## config.mk

```make
export PLATFORM = sky130hd
export DESIGN_NAME = addsub_seq_64
export DESIGN_NICKNAME = d
export VERILOG_FILES = /design/src/rtl/addsub_seq_64.sv
export SDC_FILE = /design/constraint.sdc
export NUM_CORES = 1
export LEC_CHECK = 0
export CORE_MARGIN = 1
export CORE_UTILIZATION = 39
export DETAILED_ROUTE_END_ITERATION = 7
export DONT_BUFFER_PORTS = 1
export PLACE_DENSITY = 0.59
export SKIP_LAST_GASP = 1
export SYNTH_ARGS = -nofsm -noshare
export SYNTH_HDL_FRONTEND = slang
export SYNTH_SLANG_ARGS = --single-unit
```

## constraint.sdc

```tcl
create_clock -name clk -period 5.3 [get_ports clk]
set_clock_uncertainty 0.2 [all_clocks]
set_input_delay 0 -clock clk [delete_from_list [all_inputs] [get_ports clk]]
set_output_delay 0 -clock clk [all_outputs]
set_load 0.01 [all_outputs]
```

## src/rtl/addsub_seq_64.sv

```systemverilog
// addsub_seq_64: sequential 64-bit adder/subtractor built from one SLICE-wide
// adder, producing one slice per cycle. It computes four slices and then
// presents the result with carry, zero, sign and overflow flags.
module addsub_seq_64 #(
  parameter int SLICE = 16
) (
  input  logic        clk,
  input  logic        reset,
  input  logic        start,
  input  logic        op,
  input  logic [63:0] A,
  input  logic [63:0] B,
  input  logic        flush,
  output logic        busy,
  output logic        done,
  output logic [63:0] Out,
  output logic        cf,
  output logic        zf,
  output logic        sf,
  output logic        of
);

  // state | meaning
  // IDLE  | waiting for start; operands latched when start is seen
  // RUN   | one slice added per cycle, slice index 0..3
  // DONE  | one-cycle completion pulse; Out/flags just loaded
  typedef enum logic [1:0] {
    IDLE = 2'd0,
    RUN  = 2'd1,
    DONE = 2'd2
  } state_t;

  state_t state_q, state_d;

  logic [63:0]    a_q;
  logic [63:0]    b_q;        // B, already inverted for subtraction
  logic [63:0]    acc_q;
  logic           carry_q;
  logic [1:0]     slice_q;

  logic [5:0]     bit_base;
  logic [SLICE-1:0] a_slice;
  logic [SLICE-1:0] b_slice;
  logic [SLICE:0] sum;
  logic [63:0]    result;
  logic           last_slice;

  // Slice adder and the full result as it stands after the current slice
  always_comb begin
    bit_base   = {slice_q, 4'b0000};
    a_slice    = a_q[bit_base +: SLICE];
    b_slice    = b_q[bit_base +: SLICE];
    sum        = {1'b0, a_slice} + {1'b0, b_slice} + {{SLICE{1'b0}}, carry_q};
    result     = {sum[SLICE-1:0], acc_q[63-SLICE:0]};
    last_slice = (slice_q == 2'd3);
  end

  // State register
  always_ff @(posedge clk) begin
    if (reset) state_q <= IDLE;
    else       state_q <= state_d;
  end

  // Next-state logic; flush only matters in RUN
  always_comb begin
    state_d = state_q;
    case (state_q)
      IDLE:    if (start) state_d = RUN;
      RUN: begin
        if (flush)           state_d = IDLE;
        else if (last_slice) state_d = DONE;
      end
      DONE:    state_d = IDLE;
      default: state_d = IDLE;
    endcase
  end

  // Status outputs decoded from state
  always_comb begin
    busy = (state_q == RUN);
    done = (state_q == DONE);
  end

  // Operand latch, slice accumulation and result/flag registers
  always_ff @(posedge clk) begin
    if (reset) begin
      a_q     <= '0;
      b_q     <= '0;
      acc_q   <= '0;
      carry_q <= 1'b0;
      slice_q <= '0;
      Out     <= '0;
      cf      <= 1'b0;
      zf      <= 1'b0;
      sf      <= 1'b0;
      of      <= 1'b0;
    end else begin
      case (state_q)
        IDLE: begin
          if (start) begin
            a_q     <= A;
            b_q     <= op ? ~B : B;
            carry_q <= op;
            slice_q <= '0;
            acc_q   <= '0;
          end
        end
        RUN: begin
          if (!flush) begin
            acc_q[bit_base +: SLICE] <= sum[SLICE-1:0];
            carry_q                  <= sum[SLICE];
            slice_q                  <= slice_q + 2'd1;
            if (last_slice) begin
              Out <= result;
              cf  <= sum[SLICE];
              zf  <= (result == 64'd0);
              sf  <= result[63];
              // b_q[63] is the original B sign xor op, so this one test
              // covers both the add and subtract overflow rules.
              of  <= (a_q[63] == b_q[63]) && (result[63] != a_q[63]);
            end
          end
        end
        default: ;
      endcase
    end
  end

endmodule

```

### Word level (Yosys, flattened, before mapping)

Index checks and enable logic that the tools add are counted.

| cells by class | value |
|---|---|
| add/sub/neg operators | 4 |
| eq/ne operators | 8 |
| shift operators | 4 |
| muxes and demuxes | 15 |
| bitwise operators | 2 |
| reductions and logical operators | 8 |

Operator list:

| cell | number |
|---|---|
| 2-to-1 mux 64 bit | 3 |
| case mux 64 bit (2 select lines) | 1 |
| indexed part select 64 x 7 -> 16 bit | 2 |
| bitwise mux 64 bit | 1 |
| zero test 64 bit | 1 |
| inverter 64 bit | 1 |
| variable shift 16 x 8 -> 64 bit (first input constant) | 1 |
| indexed part select 16 x 8 -> 64 bit | 1 |
| adder 16 x 16 -> 17 bit | 1 |
| adder 17 x 1 -> 17 bit | 1 |
| 2-to-1 mux 2 bit | 5 |
| negation 6 -> 8 bit | 1 |
| case mux 2 bit (2 select lines) | 2 |
| AND reduction 3 bit | 2 |
| equality test 2 bit (second input constant) | 2 |
| != test 2 bit (second input constant) | 2 |
| AND reduction 2 bit | 2 |
| != test 3 x 2 -> 1 bit (second input constant) | 1 |
| adder 2 x 1 -> 2 bit (second input constant) | 1 |
| equality test 2 x 1 -> 1 bit (second input constant) | 1 |
| zero test 2 bit | 1 |
| 2-to-1 mux 1 bit | 2 |
| case mux 1 bit (2 select lines) | 1 |
| nonzero test 2 bit | 1 |
| other kinds (4) | 4 |

| word-level totals | value |
|---|---|
| flip-flop bits (word level) | 265 |
| output and inout port bits | 70 |
| word-level logic and storage cells | 52 |

### Logic depth before layout (Yosys ltp)

| logic depth | value |
|---|---|
| depth in word-level cells | 7 |
| depth in mapped cells | 13 |
| mapped depth without buffers | 11 |

### Least setup slack after synthesis

OpenSTA, ideal clock, no wires.

| timing | value |
|---|---|
| path kind | reg-to-reg |
| from | register slice_q[0] |
| to | register zf |
| library setup time | 0.096 ns |
| arrival time | 4.089 ns |
| data required time | 5.004 ns |
| path slack | 0.916 ns |
| stages on the path, launching flop included | 12 |
| cell sequence | dfxtp_1 > clkbuf_1 > buf_1 > mux4_2 > fa_1 > a211oi_2 > o21a_1 > o21bai_1 > a2111oi_0 > nor2_1 > or4_4 > o41ai_2 |

| on the way | value |
|---|---|
| cells in the longest elaborated chain, start to end | 4 |

Ends and longest elaborated chain:

| item | line | RTL |
|---|---|---|
| from (decl) | 39 | `logic [1:0] slice_q;` |
| from (signal assigned) | 112 | `slice_q <= slice_q + 2'd1;` |
| indexed part select 64 x 7 -> 16 bit, on equally long branches | 51, 52 |  |
| adder 16 x 16 -> 17 bit | 53 | `sum = {1'b0, a_slice} + {1'b0, b_slice} + {{SLICE{1'b0}}, carry_q};` |
| adder 17 x 1 -> 17 bit | 53 |  |
| zero test 64 bit | 116 | `zf <= (result == 64'd0);` |
| to (signal assigned) | 116 |  |
| to (decl) | 18 | `output logic zf,` |

Parallel ways exist; a longest one is shown, timed or not.
A chain may end at the register's enable or synchronous reset.

### Worst setup path after layout

Ends and elaborated chain as after synthesis.

==> results_dict.tcl <==
set metrics [dict create \
    hold_path_startpoint "A[59]" \
    post-place-ws_ns 0.951 \
    worst-endpoint-required_ns 5.53 \
    ios 203 \
    yosysTopAreaCell "dfxtp_1" \
    die-area_um2 28400 \
    ant_nets 0 \
    routed_wl_mm 34.9 \
    hpwl_mm 20.6 \
    synthesis.nets 1381 \
    nNetsFinal 1603 \
    async_reset_ff_share_pct 0 \
    via_count 9903 \
    root_buffer "clkbuf_16" \
    worstSkewPairLatency_ns 0.52 \
    synth_warnings 0 \
    grt_pass1_wl_mm 54.8 \
    rows 60 \
    rsz0062_at_grt "false" \
    drc 0 \
    seq_area_frac_synth_pct 46.0 \
    fmax_mhz 230 \
    cp-start-kind "flop" \
    die-width_um 168 \
    peakVddDrop_v 0.000197 \
    status "complete, no violations" \
    slew_headroom_pct 13.6 \
    cts.sinks 248 \
    synth_seq_cells 248 \
    h-tree-depth 1 \
    syn_area_per_cell_um2 8.80 \
    p_per_area_nw_per_um2 314 \
    synth-edff-count 0 \
    crit_type "reg2reg" \
    io_buffers 0 \
    fin_ws_ns 0.959 \
    cts_buffer_depth 3 \
    grt_max_degree 250 \
    drv_cap 0 \
    initial_core_util_pct 40.0 \
    grt_usage_pct 24.4 \
    syn_area_um2 10800 \
    die_height_um 168 \
    startpoint "slice_q[0]" \
    worstPathMaxFanout 25 \
    cts_tree "yes" \
    grt_pass1_vias 9888 \
    hold_path_class "in2reg" \
    antenna_found_initial 3 \
    yosysTopAreaCellShare_pct 46.0 \
    cts_setup_buffers 0 \
    r2r_start "slice_q[0]" \
    dr.pass1.iters 6 \
    fin_crit_ns 4.34 \
    synth_cells 1227 \
    post_drt_wl_per_cell_um 19.2 \
    p_leak_nw 5.26 \
    via_per_inst 5.47 \
    slew_viol_final 0 \
    synth_area_leaders "dfxtp_1, nand2_1, mux4_2, a21oi_1, xnor2_1" \
    period_share_pct 81.9 \
    arrival_ns 4.57 \
    worstSetupEndpointType "flop" \
    final_hold_viol_count 0 \
    overflow 0 \
    core-area_um2 27000 \
    setup_tns_ns 0 \
    synth-main-ff-cell "dfxtp_1" \
    yosysUniqueCellTypes 64 \
    cts_made_buffers 26 \
    setup_violations 0 \
    gp_congestion 0.854 \
    drtIter0Drc 745 \
    clkSlewWorstSetupHoldPaths_ns 0.06 \
    tightestPinTransition_ns 1.29 \
    n_fill_cell 2373 \
    layout-drive-gt1-share_pct 7.43 \
    area_delta_synth_final_pct 35.8 \
]
-- cell type report --
type	count	area (um2)	area share, %
well taps	341	427	2.91
flip-flops and latches	248	4970	33.9
clock buffers	38	777	5.30
repair buffers	291	2910	19.8
multi-input cells	874	5450	37.2
inverters	8	30.0	0.205
clock inverters	9	101	0.691
diodes	3	7.51	0.0512
-- cells in the final DEF, fill, tap and decap left out, types with 3 or more instances in the layout --
master         count
inv_1              8
nand3_1            3
xnor2_1           69
nand3b_1           3
clkinv_2           5
nand2b_1           3
xor2_1             4
a21oi_1          137
ha_1              19
a21o_2             3
dlygate4sd3_1    281
o21a_1             4
o21ai_1            3
clkbuf_1           5
dfxtp_1          246
buf_4              9
nor2b_1            3
nand4_1            4
clkbuf_16         27
a211oi_1          67
nor4_1            12
and3_1             5
nor3_1             9
nor2_1           135
o21ai_0            5
diode_2            3
nand2_1          258
clkbuf_8           6
mux4_2            32
a22oi_1           48
-- synthesized netlist by cell type (2+ instances only) --
master     count
nand2_1      260
dfxtp_1      248
a21oi_1      137
nor2_1       135
clkbuf_1      83
xnor2_1       69
a211oi_1      67
a22oi_1       48
mux4_2        32
ha_1          19
buf_1         13
nor4_1        12
nor3_1         9
inv_1          8
and3_1         5
o21ai_0        5
nand4_1        4
o21a_1         4
xor2_1         4
a21o_2         3
nand2b_1       3
nand3_1        3
nand3b_1       3
nor2b_1        3
o21ai_1        3
a2111oi_0      2
a211o_1        2
fa_1           2
nor4b_1        2
o21ai_2        2
o21bai_1       2
o31ai_1        2
or3_1          2
-- worst max-delay path, stage by stage, from the launching register on --
cell	delay, ns
dfxtp_2	0.85
mux4_2	0.62
fa_1	0.47
a211oi_2	0.36
o21a_1	0.18
o21bai_1	0.10
a2111oi_0	0.42
nor2_1	0.23
or4_4	0.52
o41ai_2	0.28
-- metrics by stage --
stage / util [%] / total power (W) / hold slack, ns / std cells / area, um2
after floorplan: - / 0.00240 / -0.0640 / 1227 / 10800
after global placement: 40.5 / 0.00251 / -0.105 / 1480 / 10900
after detailed placement: 40.5 / 0.00252 / -0.104 / 1480 / 10900
final: 54.3 / 0.00461 / 0.0119 / 1812 / 14700
after global routing: 54.3 / 0.00477 / 0.0183 / 1812 / 14700
after CTS: 54.3 / 0.00459 / 0.000579 / 1809 / 14700
-- worst paths after layout --
kind / end / slack (ns) / depth (start not counted)
worst max-delay path: zf / 0.96 / 9
worst min-delay path: a_q[59] / 0.01 / 3
worst max register to register: zf / 0.96 / 9
worst min register to register: a_q[47] / 0.25 / 2
-- logic make-up (layout without fill, tap and decap cells) --
group / count (synthesis) / in the layout / synth area share [%]
DFF: 248 / 248 / 46.0
other: 0 / 3 / 0
adders and majority gates: 21 / 21 / 2.57
and+or+nand+nor: 452 / 452 / 17.2
AOI/OAI and AO/OA: 294 / 294 / 17.7
muxes: 33 / 33 / 6.78
buffers and inverters: 105 / 346 / 3.68
xor gates and xnor gates: 74 / 74 / 6.07
-- registers in the layout, indices dropped and copies added (netlist names) --
register / flops
slice_q: 2
cf: 1
b_q: 64
carry_q: 1
a_q: 64
Out: 64
of: 1
zf: 1
state_q: 2
acc_q: 48
-- metal layers --
metal  vias up  routed length [um]  global-route usage [%]
met2       372               16800                    41.8
met5         -                   0                       0
met1      4759               14700                    31.1
met3        75                2370                    4.37
met4         0                1070                    8.02
li1       4697                   -                       -
-- where the power goes --
part	leakage [nW]	internal (W)	total [W]	switching (W)
Clock	0.434	0.00111	0.00186	0.000753
Combinational	2.80	0.000364	0.000736	0.000372
Sequential	2.02	0.00194	0.00200	0.0000618
-- what timing repair did --
action                    in CTS  in global routing
resized for setup              0                  0
hold buffers                 282                  0
hold endpoints to repair     248                  0
No activity file was read; power rests on OpenSTA's default activity.
